===== config.mk =====
export PLATFORM = sky130hd
export DESIGN_NAME = norefpot_rom_uart_streamer
export DESIGN_NICKNAME = d
export VERILOG_FILES = /design/src/rtl/norefpot_rom_uart_streamer.sv
export SDC_FILE = /design/constraint.sdc
export NUM_CORES = 1
export LEC_CHECK = 0
export CORE_UTILIZATION = 55
export CTS_BUF_LIST = sky130_fd_sc_hd__clkbuf_8
export DETAILED_ROUTE_END_ITERATION = 12
export GPL_TIMING_DRIVEN = 0
export PLACE_DENSITY_LB_ADDON = 0.15
export SLEW_MARGIN = 20
export SYNTH_ARGS = -nofsm -noshare
export SYNTH_HDL_FRONTEND = slang
export SYNTH_SLANG_ARGS = --single-unit
export TNS_END_PERCENT = 20

===== constraint.sdc =====
create_clock -name clk -period 2.8 [get_ports clk]
set_clock_uncertainty 0.2 [all_clocks]
set_input_delay 0.7 -clock clk [delete_from_list [all_inputs] [get_ports clk]]
set_output_delay 0.7 -clock clk [all_outputs]
set_load 0.005 [all_outputs]

===== src/rtl/norefpot_rom_uart_streamer.sv =====
// Self-running sample source: a ramp ROM is stepped at a fixed sample rate and each
// byte is sent on an 8N1 UART line, LSB first.
module norefpot_rom_uart_streamer #(
    parameter int unsigned BAUD_DIV   = 434,
    parameter int unsigned SAMPLE_DIV = 5000,
    parameter int unsigned ADDR_W     = 8
) (
    input  logic clk,
    input  logic rst,
    output logic TxD,
    output logic TxD_busy,
    output logic ena2
);

    localparam int unsigned SampW = (SAMPLE_DIV > 1) ? $clog2(SAMPLE_DIV) : 1;
    localparam int unsigned BaudW = (BAUD_DIV > 1) ? $clog2(BAUD_DIV) : 1;

    typedef logic [SampW-1:0]  samp_t;
    typedef logic [BaudW-1:0]  baud_t;
    typedef logic [ADDR_W-1:0] addr_t;

    localparam samp_t SampLast = samp_t'(SAMPLE_DIV - 1);
    localparam baud_t BaudLast = baud_t'(BAUD_DIV - 1);

    typedef enum logic [1:0] {StIdle, StStart, StData, StStop} state_e;

    state_e     state_q, state_d;
    samp_t      samp_cnt_q, samp_cnt_d;
    baud_t      baud_cnt_q, baud_cnt_d;
    logic [2:0] bit_idx_q, bit_idx_d;
    logic [7:0] shift_q, shift_d;
    addr_t      addr_q, addr_d;
    logic       pending_q, pending_d;
    logic       tx_q, tx_d;
    logic       busy_q, busy_d;

    logic [7:0] rom_byte;
    logic       baud_done;
    logic       frame_done;
    logic       tx_free;
    logic       launch;

    // Ramp ROM: each entry is the low byte of its own address.
    assign rom_byte = 8'(addr_q);

    assign ena2       = (samp_cnt_q == SampLast);
    assign baud_done  = (baud_cnt_q == BaudLast);
    assign frame_done = (state_q == StStop) && baud_done;
    // The edge that ends the stop bit can also start the next frame.
    assign tx_free    = (state_q == StIdle) || frame_done;
    assign launch     = (ena2 || pending_q) && tx_free;

    assign TxD      = tx_q;
    assign TxD_busy = busy_q;

    always_comb begin
        state_d    = state_q;
        samp_cnt_d = ena2 ? samp_t'(0) : samp_cnt_q + samp_t'(1);
        baud_cnt_d = baud_cnt_q;
        bit_idx_d  = bit_idx_q;
        shift_d    = shift_q;
        addr_d     = addr_q;
        pending_d  = pending_q;
        tx_d       = tx_q;
        busy_d     = busy_q;

        if (state_q != StIdle) begin
            baud_cnt_d = baud_done ? baud_t'(0) : baud_cnt_q + baud_t'(1);
        end

        case (state_q)
            StIdle: ;
            StStart: begin
                if (baud_done) begin
                    state_d   = StData;
                    bit_idx_d = 3'd0;
                    tx_d      = shift_q[0];
                end
            end
            StData: begin
                if (baud_done) begin
                    if (bit_idx_q == 3'd7) begin
                        state_d = StStop;
                        tx_d    = 1'b1;
                    end else begin
                        bit_idx_d = bit_idx_q + 3'd1;
                        shift_d   = shift_q >> 1;
                        tx_d      = shift_q[1];
                    end
                end
            end
            StStop: begin
                if (baud_done) begin
                    state_d = StIdle;
                    tx_d    = 1'b1;
                    busy_d  = 1'b0;
                end
            end
            default: state_d = StIdle;
        endcase

        if (launch) begin
            state_d    = StStart;
            baud_cnt_d = baud_t'(0);
            shift_d    = rom_byte;
            addr_d     = addr_q + addr_t'(1);
            pending_d  = 1'b0;
            tx_d       = 1'b0;
            busy_d     = 1'b1;
        end else if (ena2 && !tx_free) begin
            // Only one request is remembered; extra ticks while pending are lost.
            pending_d = 1'b1;
        end
    end

    always_ff @(posedge clk or negedge rst) begin
        if (!rst) begin
            state_q    <= StIdle;
            samp_cnt_q <= samp_t'(0);
            baud_cnt_q <= baud_t'(0);
            bit_idx_q  <= 3'd0;
            shift_q    <= 8'd0;
            addr_q     <= addr_t'(0);
            pending_q  <= 1'b0;
            tx_q       <= 1'b1;
            busy_q     <= 1'b0;
        end else begin
            state_q    <= state_d;
            samp_cnt_q <= samp_cnt_d;
            baud_cnt_q <= baud_cnt_d;
            bit_idx_q  <= bit_idx_d;
            shift_q    <= shift_d;
            addr_q     <= addr_d;
            pending_q  <= pending_d;
            tx_q       <= tx_d;
            busy_q     <= busy_d;
        end
    end

endmodule


==> results.toml <==
[status]
status = "completed"

[timing]
setup_tns_ns = 0
tightest_slew_ns = 0.482
timing.final.ws_setup_ns = 0.0744
hold_viol_final = 0
period_minus_slack_ns = 2.73
timing.final.crit_share_pct = 97.3
fmax_ghz = 0.367
slew_viol_final = 0
finalSetupViolations = 0
grt_setup_unrepaired = "no"
slew_headroom_pct = 67.9

[place]
dp_hpwl_mm = 3.14
placed_cell_area_sq_mm = 0.00261
routabilityCongestion = 0.789
dp_cells = 292
port_buffers = 4
place_worst_setup_slack_ns = 0.00467

[floorplanning]
dieArea_sq_mm = 0.00480
rows = 24
dieWidth_microns = 69.3
core_sq_mm = 0.00435
ioPinCount = 5
die_y_microns = 69.3
initial_core_util_pct = 57.2

[global_routing]
gr-total-overflow = 0
grt_pass1_wl_mm = 8.31
grt_start_max_net_pins = 32
antenna_found_initial = 0
grt_pass1_vias = 1793
grt_usage_pct = 21.6

[setup_path]
startpoint_type = "flop"
path_class = "flop to output pin"
path_cells = "or4b_2 -> nor3_2 -> dlygate4sd2_1"
arrival_ns = 1.83
slowest_delay_ns = 0.68
cp_slowest_cell = "or4b_2"
worstPathMaxFanout = 2
end_kind = "output pin"
crit_required_ns = 1.90

[pwr]
netSwitchingFraction_pct = 21.3
total_leakage_power_uw = 0.00125
p_seq_share_pct = 60.6
combPwrFrac_pct = 1.5
cellInternalPower_uw = 861
power.density_mw_per_mm2 = 401
ir_drop_uv = 315
power_switching_uw = 233
clkPwrFrac_pct = 37.9

[synth]
synth-seq-cells = 46
synth_cells = 235
synthTopCellsByArea = "dfrtp_1, mux2_2, ha_1"
netlist_area_sq_mm = 0.00249
synth_area_leader_cell = "dfrtp_1"
yosys.cell_types.count = 46
postSynth.asyncResetShare_pct = 100
seq_area_frac_synth_pct = 46.3
synth_edf_count = 0
post-synth-top-area-fraction_pct = 45.2
syn_avg_cell_area_sq_um = 10.6
synth_nets = 247
yosysWarnings = 0
synth_flop_cell = "dfrtp_1"

[layout]
nets = 262
final_area_sq_mm = 0.00273
area_growth_pct = 9.70
fillers = 349
diodes = 0
layout_commonest_cell = "dfrtp_1"
stdcell_count = 303
final_cell_mix = "dfrtp_1, mux2_2, nor2_1, nand2_1, nand3_1"
drive_gt1_share_pct = 20.7

[route]
drt_pass1_iterations = 4
wl_per_cell_microns = 15.2
dr_total_vias = 1789
drc = 0
wl_mm = 4.61
antenna_left = 0
drtIter0Drc = 71
viasPerCell = 5.90

[clock_tree]
cts_hold_buf = 0
cts_tree = "yes"
clkSinkCount = 46
clockRootBuffer = "clkbuf_8"
clock_path_buffers = 2
clk_pin_slew_ns = 0.09
htree_levels = 2
clk-insertion-delay-late_ns = 0.30
cts_buffers = 5

[hold_path]
hp-class = "input pin to asynchronous set/reset pin"

[job]
max-cap-violations = 0
[stage by stage]
| stage | hold WS (ns) | total power, uW | util (%) |
|---|---|---|---|
| 2_1_floorplan | 0.204 | 677 | - |
| 3_3_place_gp | 0.242 | 692 | 59.6 |
| 3_5_place_dp | 0.250 | 694 | 59.9 |
| 4_1_cts | 0.117 | 1110 | 62.7 |
| 5_1_grt | 0.132 | 1130 | 62.7 |
| 6_report | 0.113 | 1090 | 62.7 |
[routing by layer]
layer,track usage [%],wire length [microns]
met5,0,0
met4,8.39,63
met3,4.94,117
met2,33.7,2160
met1,29.4,2270
[cells in the mapped netlist, drive strengths merged (3+ instances only)]
master	n
and3	3
o31ai	3
mux2	16
dfrtp	45
nand4	8
nand2	14
or4	3
a21oi	9
xor2	10
nor3	4
ha	10
nor3b	3
o21ai	11
nor2	14
nor2b	3
or3	4
buf	7
nor4	3
inv	8
a22o	3
xnor2	8
o211ai	3
clkbuf	4
nand3	14
[sequential cells by signal, summed over array words and instances (netlist names)]
signal,flops
TxD,1
pending_q,1
shift_q,8
TxD_busy,1
samp_cnt_q,13
addr_q,8
state_q,2
baud_cnt_q,9
bit_idx_q,3
[final cells by class]
class                   instances  area, sq um  area share (%)
flip-flops and latches         46         1160            42.4
inverters                       8         30.0            1.10
multi-input cells             170         1260            46.2
well taps                      52         65.1            2.38
clock buffers                   6         82.6            3.02
plain buffers                  11         51.3            1.88
clock inverters                 2         7.51           0.275
repair buffers                  8         76.3            2.80
[power groups by stage]
stage	combinational (uW)	sequential [uW]	clock, uW
finish	16.3	664	415
global route	19.7	664	451
CTS	17.7	664	426
detailed placement	17.6	677	0
global placement	14.6	677	0
floorplan	0.000534	677	0
[timing repair]
action	CTS	global route
setup buffers	3	0
endpoints found under the setup margin	1	0
gates resized for setup	6	0
[path summary, 6_finish.rpt]
| kind | startpoint | slack [ns] | cells past startpoint | to |
|---|---|---|---|---|
| max in group asynchronous | rst | 1.78 | 2 | addr_q[6] |
| max | samp_cnt_q[3] | 0.07 | 3 | ena2 |
| min in group clk | samp_cnt_q[0] | 0.26 | 1 | samp_cnt_q[0] |
| max reg2reg | state_q[0] | 0.38 | 7 | shift_q[3] |
| min reg2reg | samp_cnt_q[0] | 0.26 | 1 | samp_cnt_q[0] |
| min | rst | 0.11 | 1 | baud_cnt_q[6] |
[critical path, delay by kind of cell (launching register included)]
family                 cells  cell delay, ns
buffers and inverters      1            0.25
flip-flops                 1            0.41
AND/OR/NAND/NOR            2            0.86
[cells by family after synthesis]
group                    count (synthesis)  share of synthesized area, %
AND/OR/NAND/NOR                         84                          20.2
adder cells (fa/ha/maj)                 10                          5.03
multiplexers                            18                          8.04
flip-flops                              46                          46.3
XOR/XNOR                                18                          6.33
buffers and inverters                   19                          3.27
AO/OA/AOI/OAI                           40                          10.8
No activity file was read; power rests on OpenSTA's default activity.
